===== src/rtl/uart_rx_core.sv =====
// uart_rx_core: 8N1 UART receiver with centre sampling,
// a one-entry valid/ready output buffer and sticky error flags.
module uart_rx_core #(
    parameter int BAUD_DIV = 2604
) (
    input  logic       clk_in,
    input  logic       sys_rstn,
    input  logic       uart_rxd,
    output logic [7:0] rx_data,
    output logic       rx_valid,
    input  logic       rx_ready,
    input  logic       err_clr,
    output logic       frame_err,
    output logic       overrun,
    output logic       busy
);

    localparam int HALF = BAUD_DIV / 2;
    localparam logic [15:0] HALF_M1 = 16'(HALF - 1);
    localparam logic [15:0] BAUD_M1 = 16'(BAUD_DIV - 1);

    typedef enum logic [2:0] {
        IDLE,
        START,
        DATA,
        STOP,
        BRK
    } state_t;

    state_t      state_q, state_d;
    logic [15:0] cnt_q, cnt_d;
    logic [2:0]  idx_q, idx_d;
    logic [7:0]  shreg_q, shreg_d;
    logic [1:0]  sync_q;
    logic        rxd_s;
    logic        done;
    logic        ferr_set;
    logic        ovr_set;

    assign rxd_s = sync_q[1];
    assign busy  = (state_q != IDLE);

    // Two-flop synchronizer; idles high so reset looks like a quiet line.
    always_ff @(posedge clk_in or negedge sys_rstn) begin
        if (!sys_rstn) sync_q <= 2'b11;
        else           sync_q <= {sync_q[0], uart_rxd};
    end

    // Receive FSM state, bit timer, bit index and shift register.
    always_ff @(posedge clk_in or negedge sys_rstn) begin
        if (!sys_rstn) begin
            state_q <= IDLE;
            cnt_q   <= '0;
            idx_q   <= '0;
            shreg_q <= '0;
        end else begin
            state_q <= state_d;
            cnt_q   <= cnt_d;
            idx_q   <= idx_d;
            shreg_q <= shreg_d;
        end
    end

    // Next-state logic: half-bit to the start centre, then full bits.
    always_comb begin
        state_d  = state_q;
        cnt_d    = cnt_q;
        idx_d    = idx_q;
        shreg_d  = shreg_q;
        done     = 1'b0;
        ferr_set = 1'b0;
        unique case (state_q)
            IDLE: begin
                if (!rxd_s) begin
                    state_d = START;
                    cnt_d   = '0;
                end
            end
            START: begin
                if (cnt_q == HALF_M1) begin
                    cnt_d = '0;
                    idx_d = '0;
                    state_d = rxd_s ? IDLE : DATA;
                end else begin
                    cnt_d = cnt_q + 16'd1;
                end
            end
            DATA: begin
                if (cnt_q == BAUD_M1) begin
                    shreg_d[idx_q] = rxd_s;
                    cnt_d = '0;
                    idx_d = idx_q + 3'd1;
                    if (idx_q == 3'd7) state_d = STOP;
                end else begin
                    cnt_d = cnt_q + 16'd1;
                end
            end
            STOP: begin
                if (cnt_q == BAUD_M1) begin
                    cnt_d = '0;
                    if (rxd_s) begin
                        done    = 1'b1;
                        state_d = IDLE;
                    end else begin
                        ferr_set = 1'b1;
                        state_d  = BRK;
                    end
                end else begin
                    cnt_d = cnt_q + 16'd1;
                end
            end
            BRK: begin
                if (rxd_s) state_d = IDLE;
            end
            default: state_d = IDLE;
        endcase
    end

    assign ovr_set = done && rx_valid && !rx_ready;

    // Output buffer: a new byte may replace one consumed this cycle.
    always_ff @(posedge clk_in or negedge sys_rstn) begin
        if (!sys_rstn) begin
            rx_data  <= '0;
            rx_valid <= 1'b0;
        end else if (done && (!rx_valid || rx_ready)) begin
            rx_data  <= shreg_q;
            rx_valid <= 1'b1;
        end else if (rx_valid && rx_ready) begin
            rx_valid <= 1'b0;
        end
    end

    // Sticky error flags; a set event beats a clear in the same cycle.
    always_ff @(posedge clk_in or negedge sys_rstn) begin
        if (!sys_rstn) begin
            frame_err <= 1'b0;
            overrun   <= 1'b0;
        end else begin
            if (ferr_set)     frame_err <= 1'b1;
            else if (err_clr) frame_err <= 1'b0;
            if (ovr_set)      overrun   <= 1'b1;
            else if (err_clr) overrun   <= 1'b0;
        end
    end

endmodule


===== config.mk =====
export PLATFORM = sky130hd
export DESIGN_NAME = uart_rx_core
export DESIGN_NICKNAME = d
export VERILOG_FILES = /design/src/rtl/uart_rx_core.sv
export SDC_FILE = /design/constraint.sdc
export NUM_CORES = 1
export LEC_CHECK = 0
export ABC_CLOCK_PERIOD_IN_PS = 2900
export CAP_MARGIN = 25
export CORE_ASPECT_RATIO = 0.5
export CORE_UTILIZATION = 45
export CTS_CLUSTER_DIAMETER = 100
export DETAILED_ROUTE_END_ITERATION = 6
export PLACE_DENSITY_LB_ADDON = 0.08
export SETUP_SLACK_MARGIN = 0.2
export SLEW_MARGIN = 20
export SYNTH_ARGS = -nofsm -noshare
export SYNTH_HDL_FRONTEND = slang
export SYNTH_SLANG_ARGS = --single-unit

===== constraint.sdc =====
create_clock -name clk_in -period 2.9 [get_ports clk_in]
set_clock_uncertainty 0.05 [all_clocks]
set_input_delay 0.29 -clock clk_in [delete_from_list [all_inputs] [get_ports clk_in]]
set_output_delay 0.29 -clock clk_in [all_outputs]
set_load 0.01 [all_outputs]

# After elaboration in Yosys (flattened, before gate mapping)

Cells that the tools add are included.

Output and inout port bits: 12
Word-level logic and storage cells: 76
Register bits after elaboration: 43

Magnitude comparators: 2
Eq/ne operators: 13
Reductions and logical operators: 20
Add/subtract/negate cells: 2
Muxes and demuxes: 30

Operators by type and width:

| cell                                                                                 | count |
|---|---|
| 16-bit two-way mux                                                                   | 3 |
| 16-bit case mux with 3 select lines                                                  | 1 |
| 3-bit two-way mux                                                                    | 9 |
| 16-bit by 1-bit adder with 16-bit output (second input constant)                     | 1 |
| 16-bit by 11-bit equality test with 1-bit output (second input constant)             | 1 |
| 16-bit by 12-bit equality test with 1-bit output (second input constant)             | 1 |
| 3-bit case mux with 5 select lines                                                   | 1 |
| 1-bit two-way mux                                                                    | 12 |
| 2-bit inequality test (second input constant)                                        | 6 |
| 8-bit bitwise mux                                                                    | 1 |
| 2-bit nonzero test                                                                   | 4 |
| 3-bit by 2-bit equality test with 1-bit output (second input constant)               | 2 |
| 3-bit equality test (second input constant)                                          | 2 |
| 3-bit case mux with 2 select lines                                                   | 1 |
| 6-bit AND reduction                                                                  | 1 |
| 3-bit nonzero test                                                                   | 2 |
| 1-bit logical AND                                                                    | 5 |
| 3-bit by 4-bit less-than comparator with 1-bit output (second input constant)        | 1 |
| 2-bit AND reduction                                                                  | 2 |
| 3-bit by 1-bit adder with 3-bit output (second input constant)                       | 1 |
| 1-bit demux with 3-bit select                                                        | 1 |
| 3-bit by 1-bit equality test with 1-bit output (second input constant)               | 1 |
| 3-bit by 1-bit greater-or-equal comparator with 1-bit output (second input constant) | 1 |
| 3-bit zero test                                                                      | 1 |
| 5 further kinds                                                                      | 6 |

# Logic depth before layout (Yosys ltp)

Word-level depth: 6
Mapped depth: 9
Gate-level depth less buffers: 7

# Least setup slack after synthesis

No wires, ideal clock.

Path kind: register to register
From: register cnt_q[7]
To: register shreg_q[3]
Path slack: 337 ps
Setup time: 127 ps
Buffers on the path: 1
Arrival time: 2,385 ps
Data required time: 2,723 ps
Stages on the path, launching flop included: 7
Period minus slack after synthesis: 2,563 ps
Cell sequence: dfrtp_1 -> or4_4 -> or4_4 -> nor4b_4 -> buf_6 -> nand4b_1 -> mux2_1

Word-level cells in the longest chain between the ends: 2

RTL lines:

| element                                          | RTL line | text |
|---|---|---|
| start: declaration                               | 31       | `logic [15:0] cnt_q, cnt_d;` |
| start signal: assignment                         | 58       | `cnt_q <= cnt_d;` |
| 16-bit by 12-bit equality test with 1-bit output | 89       | `if (cnt_q == BAUD_M1) begin` |
| 2-bit AND reduction (no source line)             | -        |  |
| end signal: assignment                           | 60       | `shreg_q <= shreg_d;` |
| end: declaration                                 | 33       | `logic [7:0] shreg_q, shreg_d;` |

No other way between the ends.
A chain may end at the register's enable or synchronous reset.

# Final worst setup path

From: register cnt_q[1]
To: register shreg_q[7]

The elaborated chain is that of the path after synthesis.

==> results by group <==
Outcome
  • Status: complete, no violations

Floorplanning
  • Die Span X: just over 100 um
  • IO Count: 17
  • Row Count: 17
  • Placeable Area: 4573 um2
  • Starting density of the core: 48.62%
  • Die ar.: about 5200 um2
  • Die Ht: approximately 52 um

Placed design
  • HPWL after DPL: roughly 3300 um
  • PortBufs: 16
  • Cell Area, Placed: around 2500 um2
  • GP Congestion: a little under 0.9

Timing
  • Final Max Tran Viols: 0
  • Hold WS: ~310 ps
  • Post-layout minimum cycle time: 2704 ps
  • Final hold violations: 0
  • Setup-failing EPs final: 0
  • Period utilisation layout: 93.25%
  • Max Clock Freq: between 0.3 and 0.4 GHz
  • RSZ-0062 raised after global routing: true
  • Worst slew pin tran: approximately 660 ps
  • Setup TNS: 0 ps
  • Slew HR: a little under three fifths

CTS
  • CTS tree: built
  • Root Buffer: clkbuf_8
  • Total CTS buffers: 5
  • Clk buf depth: 2
  • Worst-path clk slew: roughly 80 ps
  • Clock net sink count: between 40 and 50
  • H-tree levels: 2
  • Worst skew pair latency: 300 ps

Critical path
  • WP data required: 3040 ps
  • Crit path capture type: register
  • Cell family with most CP delay: simple AND/OR/NAND/NOR gates
  • WP data arrival: roughly 2800 ps
  • Nature of the critical path startpoint: register
  • Slowest cell on crit path: or4b_4
  • WS Path Type: reg2reg
  • Max FO, Critical Path: 5
  • Critical path, cell by cell: ha_2 -> or4b_4 -> or4_4 -> nor4b_4 -> buf_4 -> nand4_1 -> mux2_4
  • Worst stage delay on the critical path: between 400 and 500 ps
  • Crit path from: cnt_q[1]$_DFFE_PN0P_
  • RR Startpoint: cnt_q[1]$_DFFE_PN0P_
  • CP bufs+invs: 1

Yosys
  • Synth Register Bits: 43
  • Synth unique cells: 46
  • Mapped Avg Cell Area: 10.64 um2
  • Ys async rst share: between 90% and 100%
  • Ys Warns: 0
  • Syn nets: 218
  • Register area share after synthesis: about half
  • Mapped Area: 2223 um2
  • Post-synth EDFFs: 0
  • Cells after Synth: approximately 210
  • Most used DFF post-synth: dfrtp_1

Detailed routing
  • Vias per cell: 5.549
  • Drt first pass iters: 4
  • Vias: roughly 1700
  • Met1 wire length: roughly 2400 um
  • DRC viols: 0
  • DR iter-0 viols: 79
  • Top layer in use: met4
  • Wire length on met3: around 140 um
  • Met2 Wirelength: 2312 um
  • Final wirelength: between 4000 and 5000 um
  • DR WL/cell: roughly 16 um
  • Final ANT Viol Nets: 0

Hold path
  • Worst hold path class: reg2reg
  • Hold Startpoint: sync_q[0]$_DFF_PN1_

Power
  • Max rail drop VDD: between 0.15 and 0.2 mV
  • Cell Pwr Density: roughly 370 nW/um2
  • Leak: ~1.2 nW

Finish
  • Fin nets: 257
  • Most frequent cells in the layout: dfrtp_1 (41), buf_4 (18), nand2_1 (16)
  • Area Growth Syn to Fin: 23.75%
  • Ant diodes: 0
  • Layout fillers: approximately 380
  • Commonest non-fill, non-tap cell in the layout: dfrtp_1
  • Final Instance Area: approximately 2800 um2
  • Ratio of cells with drive above 1 in the final layout: ~26%

Global routing
  • Gr ovfl total: 0
  • Total GRT Usage: 20.46%
  • Largest net degree at the start of global routing: 44
  • First-pass GRT wire length: ~8000 um
  • Vias in the first global route: around 1600
  • Antenna violations before repair: 0

Run
  • Max-cap violations: 0
what timing repair did:
| item | 4_1_cts | 5_1_grt |
|---|---|---|
| setup buffers | 2 | 7 |
| gates cloned | 0 | 1 |
| gates resized for setup | 3 | 11 |
| endpoints found under the setup margin | 6 | 14 |
| pin swaps | 0 | 5 |
| hold endpoints to repair | 0 | 18 |
| hold buffers | 0 | 1 |
flip-flops by register name (all words and copies together), names as in the netlist, 2 cells and up:
signal   count
sync_q       2
rx_data      8
idx_q        3
shreg_q      8
cnt_q       16
state_q      3
worst paths after layout:
kind / endpoint / slack, ps / depth (start not counted)
hold / removal: sync_q[1]$_DFF_PN1_ / 310 / 0
hold reg to reg: sync_q[1]$_DFF_PN1_ / 310 / 0
max in group asynchronous: cnt_q[10]$_DFFE_PN0P_ / 1850 / 3
setup reg to reg: shreg_q[7]$_DFFE_PN0P_ / 200 / 7
setup / recovery: shreg_q[7]$_DFFE_PN0P_ / 200 / 7
min in group asynchronous: rx_data[3]$_DFFE_PN0P_ / 450 / 2
synthesized netlist by cell type (2+ instances only):
cell / instances / area (um2)
dfrtp_1: 41 / 1026
nand2_1: 16 / 60.06
nor2_1: 15 / 56.30
mux2_2: 13 / 146.4
nand3_1: 12 / 60.06
o21ai_0: 12 / 60.06
a21oi_1: 8 / 40.04
inv_1: 8 / 30.03
nand4_1: 6 / 37.54
a22o_1: 5 / 43.79
clkbuf_1: 4 / 15.01
ha_1: 4 / 50.05
nor2b_1: 4 / 25.02
nor3_1: 4 / 20.02
a21o_1: 3 / 22.52
and3_1: 3 / 18.77
mux2_1: 3 / 33.78
nand2b_1: 3 / 18.77
nand4b_1: 3 / 26.28
o22ai_1: 3 / 18.77
o2bb2ai_1: 3 / 26.28
or4_1: 3 / 22.52
a22o_2: 2 / 20.02
and4bb_2: 2 / 25.02
dfstp_2: 2 / 52.55
mux2i_1: 2 / 20.02
nand3b_1: 2 / 15.01
nor4_1: 2 / 12.51
or3_1: 2 / 12.51
or4_4: 2 / 22.52
or4b_1: 2 / 20.02
where the power goes:
group          internal [mW]  switching, mW
sequential             0.602        0.00324
clock                  0.168          0.211
combinational        0.00978         0.0139
total                  0.780          0.228
cell type report:
type,count,area (um2),area share [%]
clock buffers,6,72.57,2.638
well taps,66,82.58,3.001
inverters,8,30.03,1.091
repair buffers,40,381.6,13.87
flip-flops and latches,43,1079,39.20
multi-input cells,150,1094,39.75
clock inverters,2,12.51,0.4548
metal layers:
layer  track usage, %  vias up
met4            4.348        0
met5                0        -
met2            34.35       26
li1                 -      859
met3            5.242        7
met1            27.00      856
kinds of logic after synthesis:
family          Yosys count  share of synthesized area [%]
flops                    43                          48.51
fa+ha+maj                 4                          2.251
mux                      18                          9.004
compound gates           41                          12.49
simple gates             87                          23.75
buf+inv                  16                          3.995
metrics by stage:
stage / total power, mW / worst slack, ps / cells / util (%)
floorplan: 0.6184 / 337.1 / 209 / -
detailed placement: 0.6359 / 140.7 / 295 / 54.50
finish: 1.008 / 195.7 / 315 / 60.16
CTS: 1.015 / 173.1 / 305 / 56.91
global placement: 0.6351 / 230.2 / 295 / 54.50
global route: 1.048 / 94.45 / 315 / 60.16
Note: power is estimated with default switching activity, not from simulation.
